===== src/rtl/bus_rr_arbiter.sv =====
// bus_rr_arbiter: four-master round-robin bus arbiter with a tenure quantum.
// A master keeps the bus while it holds its request. After QUANTUM consecutive grant cycles,
// it loses the bus to the next round-robin requester, unless its lock bit is set.
//
// Ports:
//   clk          sole clock, rising edge
//   reset        synchronous, active-high reset
//   m_req[3:0]   level-held bus requests, bit i = master i
//   m_lock[3:0]  bit i high = master i exempt from quantum preemption while it owns the bus
//   m_grant[3:0] registered one-hot grant, zero when idle
//   grant_id     registered index of the granted master, holds last value when idle
//   grant_valid  registered, high iff m_grant is nonzero
//   hold_cnt     registered cycles elapsed in the current tenure
module bus_rr_arbiter #(
  parameter int unsigned QUANTUM = 8
) (
  input  logic       clk,
  input  logic       reset,
  input  logic [3:0] m_req,
  input  logic [3:0] m_lock,
  output logic [3:0] m_grant,
  output logic [1:0] grant_id,
  output logic       grant_valid,
  output logic [7:0] hold_cnt
);

  typedef enum logic [0:0] {StIdle, StGrant} state_e;

  localparam logic [7:0] LastCnt = 8'(QUANTUM - 1);

  state_e     r_state;
  logic [3:0] r_grant;
  logic [1:0] r_grant_id;
  logic       r_grant_valid;
  logic [7:0] r_hold_cnt;
  logic [1:0] r_last_id;

  logic [3:0] w_others;
  logic       w_owner_req;
  logic       w_preempt;
  logic [3:0] w_pick_req;
  logic [1:0] w_winner;
  logic       w_start;

  // Search starts one past `last` and wraps around. The loop runs from the farthest slot to the
  // nearest, so the nearest requesting slot is the last one assigned.
  function automatic logic [1:0] rr_pick(input logic [3:0] req, input logic [1:0] last);
    logic [1:0] idx;
    rr_pick = last;
    for (int k = 4; k >= 1; k--) begin
      idx = last + 2'(k);
      if (req[idx]) rr_pick = idx;
    end
  endfunction

  always_comb begin
    w_others    = m_req & ~r_grant;
    w_owner_req = m_req[r_grant_id];
    w_preempt   = (r_state == StGrant) && w_owner_req && (r_hold_cnt == LastCnt) &&
                  !m_lock[r_grant_id] && (|w_others);
    // When the owner is preempted it must be excluded from the search.
    w_pick_req  = w_preempt ? w_others : m_req;
    w_winner    = rr_pick(w_pick_req, r_last_id);
    w_start     = 1'b0;
    unique case (r_state)
      StIdle:  w_start = |m_req;
      StGrant: w_start = (!w_owner_req && (|m_req)) || w_preempt;
      default: w_start = 1'b0;
    endcase
  end

  always_ff @(posedge clk) begin
    if (reset) begin
      r_state       <= StIdle;
      r_grant       <= 4'b0000;
      r_grant_id    <= 2'd0;
      r_grant_valid <= 1'b0;
      r_hold_cnt    <= 8'd0;
      r_last_id     <= 2'd3;
    end else if (w_start) begin
      // New tenure, including a zero-gap handover from a previous owner.
      r_state       <= StGrant;
      r_grant       <= 4'b0001 << w_winner;
      r_grant_id    <= w_winner;
      r_grant_valid <= 1'b1;
      r_hold_cnt    <= 8'd0;
      r_last_id     <= w_winner;
    end else if (r_state == StGrant) begin
      if (!w_owner_req) begin
        r_state       <= StIdle;
        r_grant       <= 4'b0000;
        r_grant_valid <= 1'b0;
        r_hold_cnt    <= 8'd0;
      end else begin
        // The owner is not preempted: locked, or nobody is waiting. The count wraps.
        r_hold_cnt <= (r_hold_cnt == LastCnt) ? 8'd0 : r_hold_cnt + 8'd1;
      end
    end
  end

  assign m_grant     = r_grant;
  assign grant_id    = r_grant_id;
  assign grant_valid = r_grant_valid;
  assign hold_cnt    = r_hold_cnt;

endmodule

===== config.mk =====
export PLATFORM = sky130hd
export DESIGN_NAME = bus_rr_arbiter
export DESIGN_NICKNAME = d
export VERILOG_FILES = /design/src/rtl/bus_rr_arbiter.sv
export SDC_FILE = /design/constraint.sdc
export NUM_CORES = 1
export LEC_CHECK = 0
export CAP_MARGIN = 10
export CORE_MARGIN = 2
export CORE_UTILIZATION = 45
export DETAILED_ROUTE_END_ITERATION = 10
export GPL_TIMING_DRIVEN = 0
export PLACE_DENSITY = 0.67
export SLEW_MARGIN = 10
export SYNTH_ARGS = -nofsm -noshare
export SYNTH_HDL_FRONTEND = slang
export SYNTH_SLANG_ARGS = --single-unit

===== constraint.sdc =====
create_clock -name clk -period 2.75 [get_ports clk]
set_clock_uncertainty 0.05 [all_clocks]
set_input_delay 0.6875 -clock clk [delete_from_list [all_inputs] [get_ports clk]]
set_output_delay 0.6875 -clock clk [all_outputs]
set_load 0.005 [all_outputs]

==> Flow_metrics.wiki, run 1 <==
{| class="wikitable"
! Metric !! Value
|-
| Status || finished, final reports clean
|-
| Largest stage delay on the critical path || roughly 0.55 ns
|-
| H-tree depth || 1
|-
| Overflow left after global routing || 0
|-
| Simple-Gate Fraction of Synth Area || 0.3323
|-
| Number of distinct library cells after synthesis || 48
|-
| Gpl congestion || 0.9055
|-
| Num CTS Buffers || 3
|-
| Core region area || approximately 2500 um^2
|-
| Die Width || about 56 um
|-
| Number of enable flip-flop cells after synthesis || 0
|-
| Rows || 18
|-
| Total power draw || 777.6 uW
|-
| Via count of the first global-routing pass || 1203
|-
| Worst-path cell chain || ha_1 -> nand2_1 -> or4_4 -> nor4_4 -> o21ai_1 -> o32a_1 -> o21a_1 -> o32ai_2
|-
| Cell type of the slowest stage on the worst timing path || sky130_fd_sc_hd__or4_4
|-
| Cells taking the most area after synthesis || sky130_fd_sc_hd__dfxtp_1, sky130_fd_sc_hd__a21oi_1, sky130_fd_sc_hd__nor2_1, sky130_fd_sc_hd__nand2_1, sky130_fd_sc_hd__o21ai_0
|-
| Kind of end point of the critical path || flip-flop
|-
| Compound-cell area share of the yosys netlist || 0.2636
|-
| Fraction of layout cells with a size suffix above 1 || 0.1459
|-
| Overall via count from detail_route || between 1k and 1.5k
|-
| Number of fillers in the final layout || between 200 and 250
|-
| Endpoint arrival time on the critical path || between 2 and 3 ns
|-
| Total number of nets in the final design || between 150 and 200
|-
| Largest fanout on the critical path || 5
|-
| Worst min-delay path category || flip-flop to flip-flop
|-
| Final critical path time including I/O delays and setup || 2.579 ns
|-
| Max Buffers Root-to-Sink || 2
|-
| Total half-perimeter wirelength after legalization and detailed placement || around 2400 um
|-
| Initial DRT Pass Iterations || 4
|-
| Clock-pin slew of the registers on the worst-case setup and hold paths || around 0.12 ns
|-
| Type of the worst setup path || flip-flop to flip-flop
|-
| Port buffer count || 24
|-
| Most common cell after layout, fill and taps aside || sky130_fd_sc_hd__clkdlybuf4s50_1
|-
| Pwr per Cell Area || 498.4 nW/um^2
|-
| Depth of the worst hold-timing path || 2
|-
| Category of the worst setup path launch point || flip-flop
|-
| R2r startpoint || hold_cnt[1]
|-
| XOR/XNOR share of the synthesized area || 0
|-
| All-layer global routing usage || 0.2098
|-
| Reg2Reg Capture Point || m_grant[2]
|-
| Wire length per cell || 15.70 um
|-
| Setup slack on the worst flop-to-flop path || 0.17 ns
|-
| Die height || about 56 um
|-
| Netlist Area Pre-Place || about 1200 um^2
|-
| Worst-case reg-to-reg path depth || 8
|-
| Root buffer selected by CTS || sky130_fd_sc_hd__clkbuf_4
|-
| Endpoints failing hold || 0
|-
| Clk_lat worst skew || slightly below 0.3 ns
|-
| Setup repair after global routing missed its margin || false
|-
| Post-placement worst setup slack || -0.6299 ns
|-
| Worst path required time || slightly below 3 ns
|-
| Number of maximum-capacitance violations || 0
|-
| Sink count of the clock tree || 18
|-
| Largest family of logic cells by synthesized area || simple AND/OR/NAND/NOR gates
|-
| Remaining design rule violation count || 0
|-
| Worst hold path endpoint || grant_valid
|-
| Proportion of netlist area held by the largest area contributor || 0.2954
|-
| TritonCTS clock tree || built
|-
| Leading register cell type out of synthesis || sky130_fd_sc_hd__dfxtp_1
|-
| Die area || roughly 3100 um^2
|-
| Fraction of synthesis flops using an asynchronous set or reset pin || 0
|-
| P&R area growth vs syn || 27.90%
|-
| Gate count of the mapped netlist || around 150
|-
| Per-cell via count in the routed design || around 6.3
|-
| IR drop worst, VDD || 0.3251 mV
|-
| Antenna viol nets, final || 0
|-
| Post-synthesis adder-cell area fraction || 0.01026
|-
| Average footprint of a synthesized cell || approximately 7.9 um^2
|-
| Worst max-slew margin expressed relative to the limit || 0.7044
|-
| Period utilization || 0.9379
|-
| Achievable frequency || around 0.39 GHz
|-
| Final setup violation count || 0
|-
| Fraction of the yosys area taken by sequential cells || 0.2954
|-
| Share of the core filled with cells in the final layout || 0.6186
|-
| Worst-case hold slack || 0.4665 ns
|-
| Post-layout worst setup margin || between 0.15 and 0.2 ns
|-
| Leakage || approximately 0.57 nW
|-
| Drt first-iter violations || 40
|-
| Boundary Pins || 25
|-
| Antenna violations before repair || 0
|-
| Origin of the worst min-delay path || grant_valid
|-
| Net count of the mapped netlist || approximately 170
|-
| Commonest cells after routing, fill and taps aside || sky130_fd_sc_hd__clkdlybuf4s50_1, sky130_fd_sc_hd__dfxtp_1, sky130_fd_sc_hd__nor2_1, sky130_fd_sc_hd__nand2_1, sky130_fd_sc_hd__a21oi_1
|-
| Warnings, synthesis || 0
|-
| Total Negative Setup Slacks || 0 ns
|-
| Count of state elements after synthesis || 18
|-
| Effective utilization at floorplan || 0.4836
|-
| Routed wire length || between 3000 and 4000 um
|-
| Wire length of the first global-routing pass || approximately 5400 um
|-
| Number of buffers added to fix hold violations after cts || 0
|-
| Maximum number of pins on one net before global-route repair || 11
|-
| Cell accounting for the most synthesized area || sky130_fd_sc_hd__dfxtp_1
|-
| Antenna diode count || 0
|-
| Worst-Margin Slew || 0.4435 ns
|-
| Max Transition Viols Final || 0
|-
| Mux share of post-synthesis cell area || 0.05231
|}
## Yosys cell counts (all sizes together), types with 3 or more instances
master / instances
nand3: 6
inv: 8
nand2: 14
nand4b: 3
nor3: 3
dfxtp: 18
nor3b: 3
nor2: 17
nand2b: 5
o21ai: 12
a21oi: 13
clkbuf: 4
o221ai: 3
mux2i: 3
nor4: 4
and3: 5
## registers in the layout, summed over array words and instances, names as in the netlist
| name | cells |
|---|---|
| grant_id | 2 |
| grant_valid | 1 |
| r_last_id | 2 |
| m_grant | 4 |
| r_state | 1 |
| hold_cnt | 8 |
## worst max-delay path: cells and delay by family (launching register included)
kind                     cells  cell delay, ns
AND/OR/NAND/NOR              3            0.94
adder cells (fa/ha/maj)      1            0.23
AO/OA/AOI/OAI                4            0.87
flip-flops                   1            0.40
## metal layers
layer | wire [um] | up-vias | global-route usage
met5 | 0 | - | 0
met4 | 33 | 0 | 0.05442
met3 | 212 | 4 | 0.04186
met2 | 1543 | 55 | 0.3328
met1 | 1586 | 646 | 0.2895
li1 | - | 646 | -
## area by class of cell
type                            instances  area [um^2]  share of cell area
Buffer                                  5        27.53             0.01764
Clock buffer                            4        36.28             0.02326
Inverter                                8        30.03             0.01925
Multi-Input combinational cell        123        824.5              0.5285
Sequential cell                        18        361.6              0.2318
Tap cell                               30        37.54             0.02406
Timing Repair Buffer                   27        242.7              0.1556
## how the worst max path moves through the flow
| stage | start | end | slack, ns | cells after the start |
|---|---|---|---|---|
| final | hold_cnt[1] | m_grant[2] | 0.17 | 8 |
| after global routing | hold_cnt[1] | m_grant[2] | 0.02 | 8 |
| after CTS | m_req[1] | m_grant[3] | 0.007 | 9 |
| after detailed placement | m_req[1] | hold_cnt[5] | -0.63 | 9 |
| after global placement | m_req[1] | m_grant[3] | -0.65 | 9 |
| after floorplan | m_req[3] | m_grant[3] | 0.19 | 8 |
## what timing repair did
item / in CTS / in global routing
setup buffers: 2 / 1
endpoints found under the setup margin: 16 / 7
pin swaps: 1 / 3
gates resized for setup: 5 / 13
hold endpoints to repair: 0 / 0
gates cloned: 0 / 0
## power by group
part	internal [mW]	switching (mW)
combinational	0.135	0.162
clock	0.0806	0.0855
sequential	0.285	0.0294
## per-stage QoR
| step | cells | area [um^2] |
|---|---|---|
| 6_report | 215 | 1560 |
| 3_3_place_gp | 208 | 1498 |
| 2_1_floorplan | 154 | 1220 |
| 4_1_cts | 214 | 1545 |
| 5_1_grt | 215 | 1560 |
| 3_5_place_dp | 208 | 1498 |
## logic make-up (layout without fill, tap and decap cells)
kind of cell / Yosys count / in the layout
buf+inv: 13 / 44
fa+ha+maj: 1 / 1
compound gates: 46 / 46
flops: 18 / 18
mux: 5 / 5
simple gates: 71 / 71
Note: power is estimated with default switching activity, not from simulation.
==> run 2, diff against run 1 <==
--- a/config.mk
+++ b/config.mk
@@ -5,6 +5,7 @@
 export SDC_FILE = /design/constraint.sdc
 export NUM_CORES = 1
 export LEC_CHECK = 0
+export ABC_CLOCK_PERIOD_IN_PS = 2790
 export CAP_MARGIN = 10
 export CORE_MARGIN = 2
 export CORE_UTILIZATION = 45
==> constraint.sdc (replaced) <==
create_clock -name clk -period 2.79 [get_ports clk]
set_clock_uncertainty 0.05 [all_clocks]
set_input_delay 0.6975 -clock clk [delete_from_list [all_inputs] [get_ports clk]]
set_output_delay 0.6975 -clock clk [all_outputs]
set_load 0.005 [all_outputs]
==> run 2 against run 1 <==
Power shrank 2.8%; sequential power shrank 1%; die area is the same; routed wire length shrank 2.9%; critical path type is now primary input to flip-flop.
==> Flow_metrics.wiki, run 2 (same netlist as run 1, synthesis figures left out) <==
{| class="wikitable"
! Metric !! Value
|-
| Overflow left after global routing || 0 (unchanged)
|-
| Effective utilization at floorplan || 0.4836 (unchanged)
|-
| Core region area || 2522 um^2 (unchanged)
|-
| Achievable frequency || 0.3658 GHz
|-
| Sequential group share of total power || 0.410 (was 0.404)
|-
| Type of the worst setup path || primary input to flip-flop (was flip-flop to flip-flop)
|-
| Endpoint arrival time on the critical path || 2.88 ns (was 2.74 ns)
|-
| Root buffer selected by CTS || sky130_fd_sc_hd__clkbuf_4 (unchanged)
|-
| Clock-pin slew of the registers on the worst-case setup and hold paths || 0.11 ns (was 0.12 ns)
|-
| Overall via count from detail_route || 1335 (was 1351)
|-
| Internal Power || 489.2 uW (was 500.3 uW)
|-
| All-layer global routing usage || 0.2098 (unchanged)
|-
| Wire length on met3 || 232 um (was 212 um)
|-
| Fraction of layout cells with a size suffix above 1 || 0.1196 (was 0.1459)
|-
| Endpoints failing hold || 0 (unchanged)
|-
| Antenna violations before repair || 0 (unchanged)
|-
| Worst path required time || 2.93 ns (was 2.91 ns)
|-
| Worst max-slew margin expressed relative to the limit || 0.6871 (was 0.7044)
|-
| Remaining design rule violation count || 0 (unchanged)
|-
| Status || finished, final reports clean (unchanged)
|-
| Kind of end point of the critical path || flip-flop (unchanged)
|-
| Boundary Pins || 25 (unchanged)
|-
| Post-placement worst setup slack || -0.5999 ns (was -0.6299 ns)
|-
| Largest fanout on the critical path || 8 (was 5)
|-
| Per-cell via count in the routed design || 6.238 (was 6.284)
|-
| Clk_lat worst skew || 0.29 ns (about the same)
|-
| P&R area growth vs syn || 27.69% (was 27.90%)
|-
| Largest stage delay on the critical path || 0.52 ns (was 0.55 ns)
|-
| Max Buffers Root-to-Sink || 2 (unchanged)
|-
| H-tree depth || 1 (unchanged)
|-
| Period utilization || 0.9797
|-
| Leakage || 0.5644 nW (was 0.5704 nW)
|-
| Drt first-iter violations || 41 (was 40)
|-
| Cell type of the slowest stage on the worst timing path || sky130_fd_sc_hd__mux4_2 (was sky130_fd_sc_hd__or4_4)
|-
| Worst-Margin Slew || 0.4693 ns (was 0.4435 ns)
|-
| Die height || 56.07 um (unchanged)
|-
| Gpl congestion || 0.9055 (unchanged)
|-
| Clock group share of total power || 0.213 (was 0.214)
|-
| Final critical path time including I/O delays and setup || 2.733 ns
|-
| Total half-perimeter wirelength after legalization and detailed placement || 2411 um (unchanged)
|-
| Die area || 3143 um^2 (unchanged)
|-
| Worst-path cell chain || clkdlybuf4s15_1 -> mux4_2 -> and2_4 -> buf_6 -> nand4_4 -> o221ai_1 -> a311oi_2 -> nor2_2 -> o32ai_1 (was ha_1 -> nand2_1 -> or4_4 -> nor4_4 -> o21ai_1 -> o32a_1 -> o21a_1 -> o32ai_2)
|-
| Initial DRT Pass Iterations || 4 (unchanged)
|-
| Sink count of the clock tree || 18 (unchanged)
|-
| Number of maximum-capacitance violations || 0 (unchanged)
|-
| Max Transition Viols Final || 0 (unchanged)
|-
| Maximum number of pins on one net before global-route repair || 11 (unchanged)
|-
| Port buffer count || 24 (unchanged)
|-
| Final setup violation count || 0 (unchanged)
|-
| Total power draw || 756.1 uW (was 777.6 uW)
|-
| Antenna diode count || 0 (unchanged)
|-
| Comb power frac || 0.377 (was 0.382)
|-
| Commonest cells after routing, fill and taps aside || sky130_fd_sc_hd__clkdlybuf4s50_1, sky130_fd_sc_hd__dfxtp_1, sky130_fd_sc_hd__nor2_1, sky130_fd_sc_hd__nand2_1, sky130_fd_sc_hd__a21oi_1 (unchanged)
|-
| Post-route insts no fill || 214 (was 215)
|-
| Highest routed layer || met4 (unchanged)
|-
| Routed wire length || 3277 um (was 3375 um)
|-
| Die Width || 56.07 um (unchanged)
|-
| Flip-flop count of the largest register, all copies and words added || 8 (unchanged)
|-
| Antenna viol nets, final || 0 (unchanged)
|-
| Rows || 18 (unchanged)
|-
| Pwr per Cell Area || 485.4 nW/um^2 (was 498.4 nW/um^2)
|-
| Largest delay contributor family on the critical path || compound AO/OA/AOI/OAI gates (was simple AND/OR/NAND/NOR gates)
|-
| Switching fraction of total power || 0.3530 (was 0.3567)
|-
| Number of cells in the design after placement || 208 (unchanged)
|-
| TritonCTS clock tree || built (unchanged)
|-
| Wire length of the first global-routing pass || 5437 um (unchanged)
|-
| Post-layout worst setup margin || 0.05650 ns (was 0.1709 ns)
|-
| Category of the worst setup path launch point || primary input (was flip-flop)
|-
| Worst min-delay path category || flip-flop to flip-flop (unchanged)
|-
| Detailed-route wire length on metal 1 || 1545 um (was 1586 um)
|-
| Most common cell after layout, fill and taps aside || sky130_fd_sc_hd__clkdlybuf4s50_1 (unchanged)
|-
| IR drop worst, VDD || 0.3167 mV (was 0.3251 mV)
|-
| Num CTS Buffers || 3 (unchanged)
|-
| Wire length per cell || 15.31 um (was 15.70 um)
|-
| Via count of the first global-routing pass || 1203 (unchanged)
|-
| Length of routed met2 wiring || 1447 um (was 1543 um)
|-
| Buf/Inv on CP || 2 (was 0)
|-
| Total number of nets in the final design || 196 (was 197)
|-
| Net switching power || 266.9 uW (was 277.4 uW)
|-
| Number of buffers added to fix hold violations after cts || 0 (unchanged)
|}
==> run 2: layout make-up <==
type | instances | area, um^2
repair buffers | 26 | 245.2
well taps | 30 | 37.54
multi-input cells | 123 | 820.8
flip-flops and latches | 18 | 360.3
inverters | 8 | 30.03
fillers | 240 | 964.7
clock buffers | 4 | 36.28
plain buffers | 5 | 27.53
==> run 2: power groups by stage <==
stage               combinational [mW]  clock [mW]  sequential, mW
floorplan                        0.179           0           0.308
global placement                 0.266           0           0.315
detailed placement               0.268           0           0.315
CTS                              0.278       0.164           0.309
global route                     0.312       0.174           0.314
finish                           0.285       0.161           0.310
==> run 2: path summary, 6_finish.rpt <==
kind                             startpoint           to  slack (ns)  depth (start not counted)
worst max register to register  hold_cnt[0]   m_grant[3]        0.18                          8
worst min-delay path            grant_valid  grant_valid        0.47                          2
worst min register to register  grant_valid  grant_valid        0.47                          2
worst max-delay path               m_req[2]   m_grant[3]        0.06                          9
==> run 2: stage by stage <==
stage | hold WS, ns | utilization | setup TNS, ns | cell area (um^2)
2_1_floorplan | 0.4325 | - | 0 | 1220
3_3_place_gp | 0.4323 | 0.5938 | -9.061 | 1498
3_5_place_dp | 0.4419 | 0.5938 | -8.717 | 1498
4_1_cts | 0.4733 | 0.6126 | 0 | 1545
5_1_grt | 0.4908 | 0.6176 | -0.006142 | 1558
6_report | 0.4658 | 0.6176 | 0 | 1558
==> run 2: metal layers <==
layer | global-route usage | up-vias
met5 | 0 | -
met4 | 0.05442 | 0
met3 | 0.04186 | 6
met2 | 0.3328 | 51
met1 | 0.2895 | 629
li1 | - | 649
==> run 2: tightest hold or removal path: stages, from the launching register on <==
cell                      delay, ns
sky130_fd_sc_hd__dfxtp_1       0.35
sky130_fd_sc_hd__a21oi_1       0.06
sky130_fd_sc_hd__nor2_1        0.07
==> run 2: timing repair <==
action,4_1_cts,5_1_grt
resized for setup,5,9
endpoints found under the setup margin,16,5
pin swaps,1,3
setup buffers,2,0
gates cloned,0,0
==> run 3, diff against run 2 <==
--- a/config.mk
+++ b/config.mk
@@ -10,8 +10,9 @@
 export CORE_MARGIN = 2
 export CORE_UTILIZATION = 45
 export DETAILED_ROUTE_END_ITERATION = 10
+export DONT_BUFFER_PORTS = 1
 export GPL_TIMING_DRIVEN = 0
-export PLACE_DENSITY = 0.67
+export PLACE_DENSITY = 0.56
 export SLEW_MARGIN = 10
 export SYNTH_ARGS = -nofsm -noshare
 export SYNTH_HDL_FRONTEND = slang
==> run 3 against run 2 <==
Critical path depth fell by 1; register-to-register slack gained 0.02 ns; die area unchanged; via count decreased by 11%; largest cell class unchanged; highest routed layer unchanged.
==> Flow_metrics.wiki, run 3 (same netlist as run 1, synthesis figures left out) <==
{| class="wikitable"
! Metric !! Value
|-
| Max Transition Viols Final || 0 (unchanged)
|-
| Largest fanout on the critical path || 5 (was 8)
|-
| Leakage || 0.4631 nW (was 0.5644 nW)
|-
| Final critical path time including I/O delays and setup || 2.592 ns (was 2.733 ns)
|-
| Wire length of the first global-routing pass || 5064 um (was 5437 um)
|-
| Final setup violation count || 0 (unchanged)
|-
| Worst path required time || 2.95 ns (was 2.93 ns)
|-
| H-tree depth || 1 (unchanged)
|-
| TritonCTS clock tree || built (unchanged)
|-
| Rows || 18 (unchanged)
|-
| Comb power frac || 0.312 (was 0.377)
|-
| Via count of the first global-routing pass || 1053 (was 1203)
|-
| Worst-Margin Slew || 0.4714 ns (was 0.4693 ns)
|-
| Type of the worst setup path || flip-flop to flip-flop (was primary input to flip-flop)
|-
| Worst max-slew margin expressed relative to the limit || 0.6857 (was 0.6871)
|-
| Commonest cells after routing, fill and taps aside || sky130_fd_sc_hd__nor2_1, sky130_fd_sc_hd__dfxtp_1, sky130_fd_sc_hd__nand2_1, sky130_fd_sc_hd__a21oi_1 (was sky130_fd_sc_hd__clkdlybuf4s50_1, sky130_fd_sc_hd__dfxtp_1, sky130_fd_sc_hd__nor2_1, sky130_fd_sc_hd__nand2_1, sky130_fd_sc_hd__a21oi_1)
|-
| Overflow left after global routing || 0 (unchanged)
|-
| Post-placement worst setup slack || 0.03116 ns (was -0.5999 ns)
|-
| Category of the worst setup path launch point || flip-flop (was primary input)
|-
| Clock group share of total power || 0.239 (was 0.213)
|-
| Die height || 56.07 um (unchanged)
|-
| Worst min-delay path category || primary input to flip-flop (was flip-flop to flip-flop)
|-
| Flip-flop count of the largest register, all copies and words added || 8 (unchanged)
|-
| Boundary Pins || 25 (unchanged)
|-
| Endpoints failing hold || 0 (unchanged)
|-
| Fraction of layout cells with a size suffix above 1 || 0.1266 (was 0.1196)
|-
| Drt first-iter violations || 47 (was 41)
|-
| P&R area growth vs syn || 7.077% (was 27.69%)
|-
| Maximum number of pins on one net before global-route repair || 11 (unchanged)
|-
| Number of fillers in the final layout || 240 (unchanged)
|-
| Port buffer count || 0 (was 24)
|-
| Total Negative Setup Slacks || 0 ns (unchanged)
|-
| Number of buffers added for setup after CTS || 0 (was 2)
|-
| Most common cell after layout, fill and taps aside || sky130_fd_sc_hd__nor2_1 (was sky130_fd_sc_hd__clkdlybuf4s50_1)
|-
| Per-cell via count in the routed design || 6.314 (was 6.238)
|-
| Core region area || 2522 um^2 (unchanged)
|-
| Die area || 3143 um^2 (unchanged)
|-
| Gpl congestion || 0.9033 (was 0.9055)
|-
| Pwr per Cell Area || 537.8 nW/um^2 (was 485.4 nW/um^2)
|-
| All-layer global routing usage || 0.2031 (was 0.2098)
|-
| Antenna violations before repair || 0 (unchanged)
|-
| Final design instance area without fill || 1306 um^2 (was 1558 um^2)
|-
| Total half-perimeter wirelength after legalization and detailed placement || 2373 um (was 2411 um)
|-
| Antenna diode count || 0 (unchanged)
|-
| Num CTS Buffers || 3 (unchanged)
|-
| Max Buffers Root-to-Sink || 2 (unchanged)
|-
| Initial DRT Pass Iterations || 4 (unchanged)
|-
| Setup slack on the worst flop-to-flop path || 0.20 ns (was 0.18 ns)
|-
| Period utilization || 0.9291 (was 0.9797)
|-
| Sink count of the clock tree || 18 (unchanged)
|-
| Clock-pin slew of the registers on the worst-case setup and hold paths || 0.11 ns (about the same)
|-
| Achievable frequency || 0.3858 GHz (was 0.3658 GHz)
|-
| Remaining design rule violation count || 0 (unchanged)
|-
| Number of maximum-capacitance violations || 0 (unchanged)
|-
| Status || finished, final reports clean (unchanged)
|-
| Clk_lat worst skew || 0.30 ns (was 0.29 ns)
|-
| Overall via count from detail_route || 1187 (was 1335)
|-
| Wire length per cell || 16.72 um (was 15.31 um)
|-
| Effective utilization at floorplan || 0.4836 (unchanged)
|-
| Net switching power || 254.6 uW (was 266.9 uW)
|-
| Total number of nets in the final design || 170 (was 196)
|-
| Post-Place Cell Area || 1257 um^2 (was 1498 um^2)
|-
| Endpoint arrival time on the critical path || 2.76 ns (was 2.88 ns)
|-
| Switching fraction of total power || 0.3625 (was 0.3530)
|-
| Antenna viol nets, final || 0 (unchanged)
|-
| Kind of end point of the critical path || flip-flop (unchanged)
|-
| Number of buffers added to fix hold violations after cts || 0 (unchanged)
|-
| Sequential group share of total power || 0.448 (was 0.410)
|-
| Setup repair after global routing missed its margin || false
|-
| Total power draw || 702.5 uW (was 756.1 uW)
|-
| IR drop worst, VDD || 0.4051 mV (was 0.3167 mV)
|-
| Root buffer selected by CTS || sky130_fd_sc_hd__clkbuf_4 (unchanged)
|-
| Die Width || 56.07 um (unchanged)
|-
| Internal Power || 447.8 uW (was 489.2 uW)
|-
| Post-layout worst setup margin || 0.1978 ns (was 0.05650 ns)
|-
| Routed wire length || 3143 um (was 3277 um)
|}
## run 3: changes by cell type in the layout (fill, tap and decap cells not counted), sizes merged
cell	change
clkbuf	-2
clkdlybuf4s50	-20
buf	-2
clkdlybuf4s15	-2
## run 3: path summary, 6_finish.rpt
path / to / cells past startpoint / from
worst max-delay path: m_grant[3] / 8 / hold_cnt[1]
worst min-delay path: grant_id[1] / 1 / reset
worst max register to register: m_grant[3] / 8 / hold_cnt[1]
worst min register to register: grant_valid / 2 / grant_valid
## run 3: power groups by stage
stage	registers, mW	clock network [mW]	logic (mW)
after floorplan	0.308	0	0.179
after global placement	0.320	0	0.214
after detailed placement	0.320	0	0.216
after CTS	0.314	0.174	0.217
after global routing	0.320	0.182	0.246
final	0.315	0.168	0.219
## run 3: stage by stage
| step | std cells | hold slack, ns | util |
|---|---|---|---|
| 2_1_floorplan | 154 | 0.4325 | - |
| 3_3_place_gp | 184 | 0.4651 | 0.4985 |
| 3_5_place_dp | 184 | 0.4667 | 0.4985 |
| 4_1_cts | 188 | 0.3878 | 0.5129 |
| 5_1_grt | 188 | 0.3756 | 0.5179 |
| 6_report | 188 | 0.4000 | 0.5179 |
## run 3: worst max-delay path, stage by stage, from the launching register on
cell                       delay, ns
sky130_fd_sc_hd__dfxtp_1        0.42
sky130_fd_sc_hd__ha_2           0.24
sky130_fd_sc_hd__nand2_1        0.10
sky130_fd_sc_hd__or4_4          0.55
sky130_fd_sc_hd__nor4_4         0.28
sky130_fd_sc_hd__o21ai_1        0.14
sky130_fd_sc_hd__a311oi_2       0.29
sky130_fd_sc_hd__nor2_1         0.15
sky130_fd_sc_hd__o32ai_1        0.28
## run 3: cell type report
cell class / instances / area (um^2) / area share
Tap cell: 30 / 37.54 / 0.02874
Inverter: 8 / 30.03 / 0.02299
Sequential cell: 18 / 362.8 / 0.2778
Buffer: 5 / 27.53 / 0.02107
Multi-Input combinational cell: 123 / 812.0 / 0.6216
Clock buffer: 4 / 36.28 / 0.02778
## run 3: routing by layer
| layer | global-route usage | routed length (um) | vias up |
|---|---|---|---|
| met1 | 0.3058 | 1601 | 550 |
| met5 | 0 | 0 | - |
| li1 | - | - | 594 |
| met4 | 0.09524 | 12 | 0 |
| met3 | 0.05349 | 176 | 2 |
| met2 | 0.2622 | 1352 | 41 |
## run 3: what timing repair did
item | 4_1_cts | 5_1_grt
setup endpoints to repair | 0 | 15
resized for setup | 0 | 6
endpoints found under the hold margin | 0 | 0
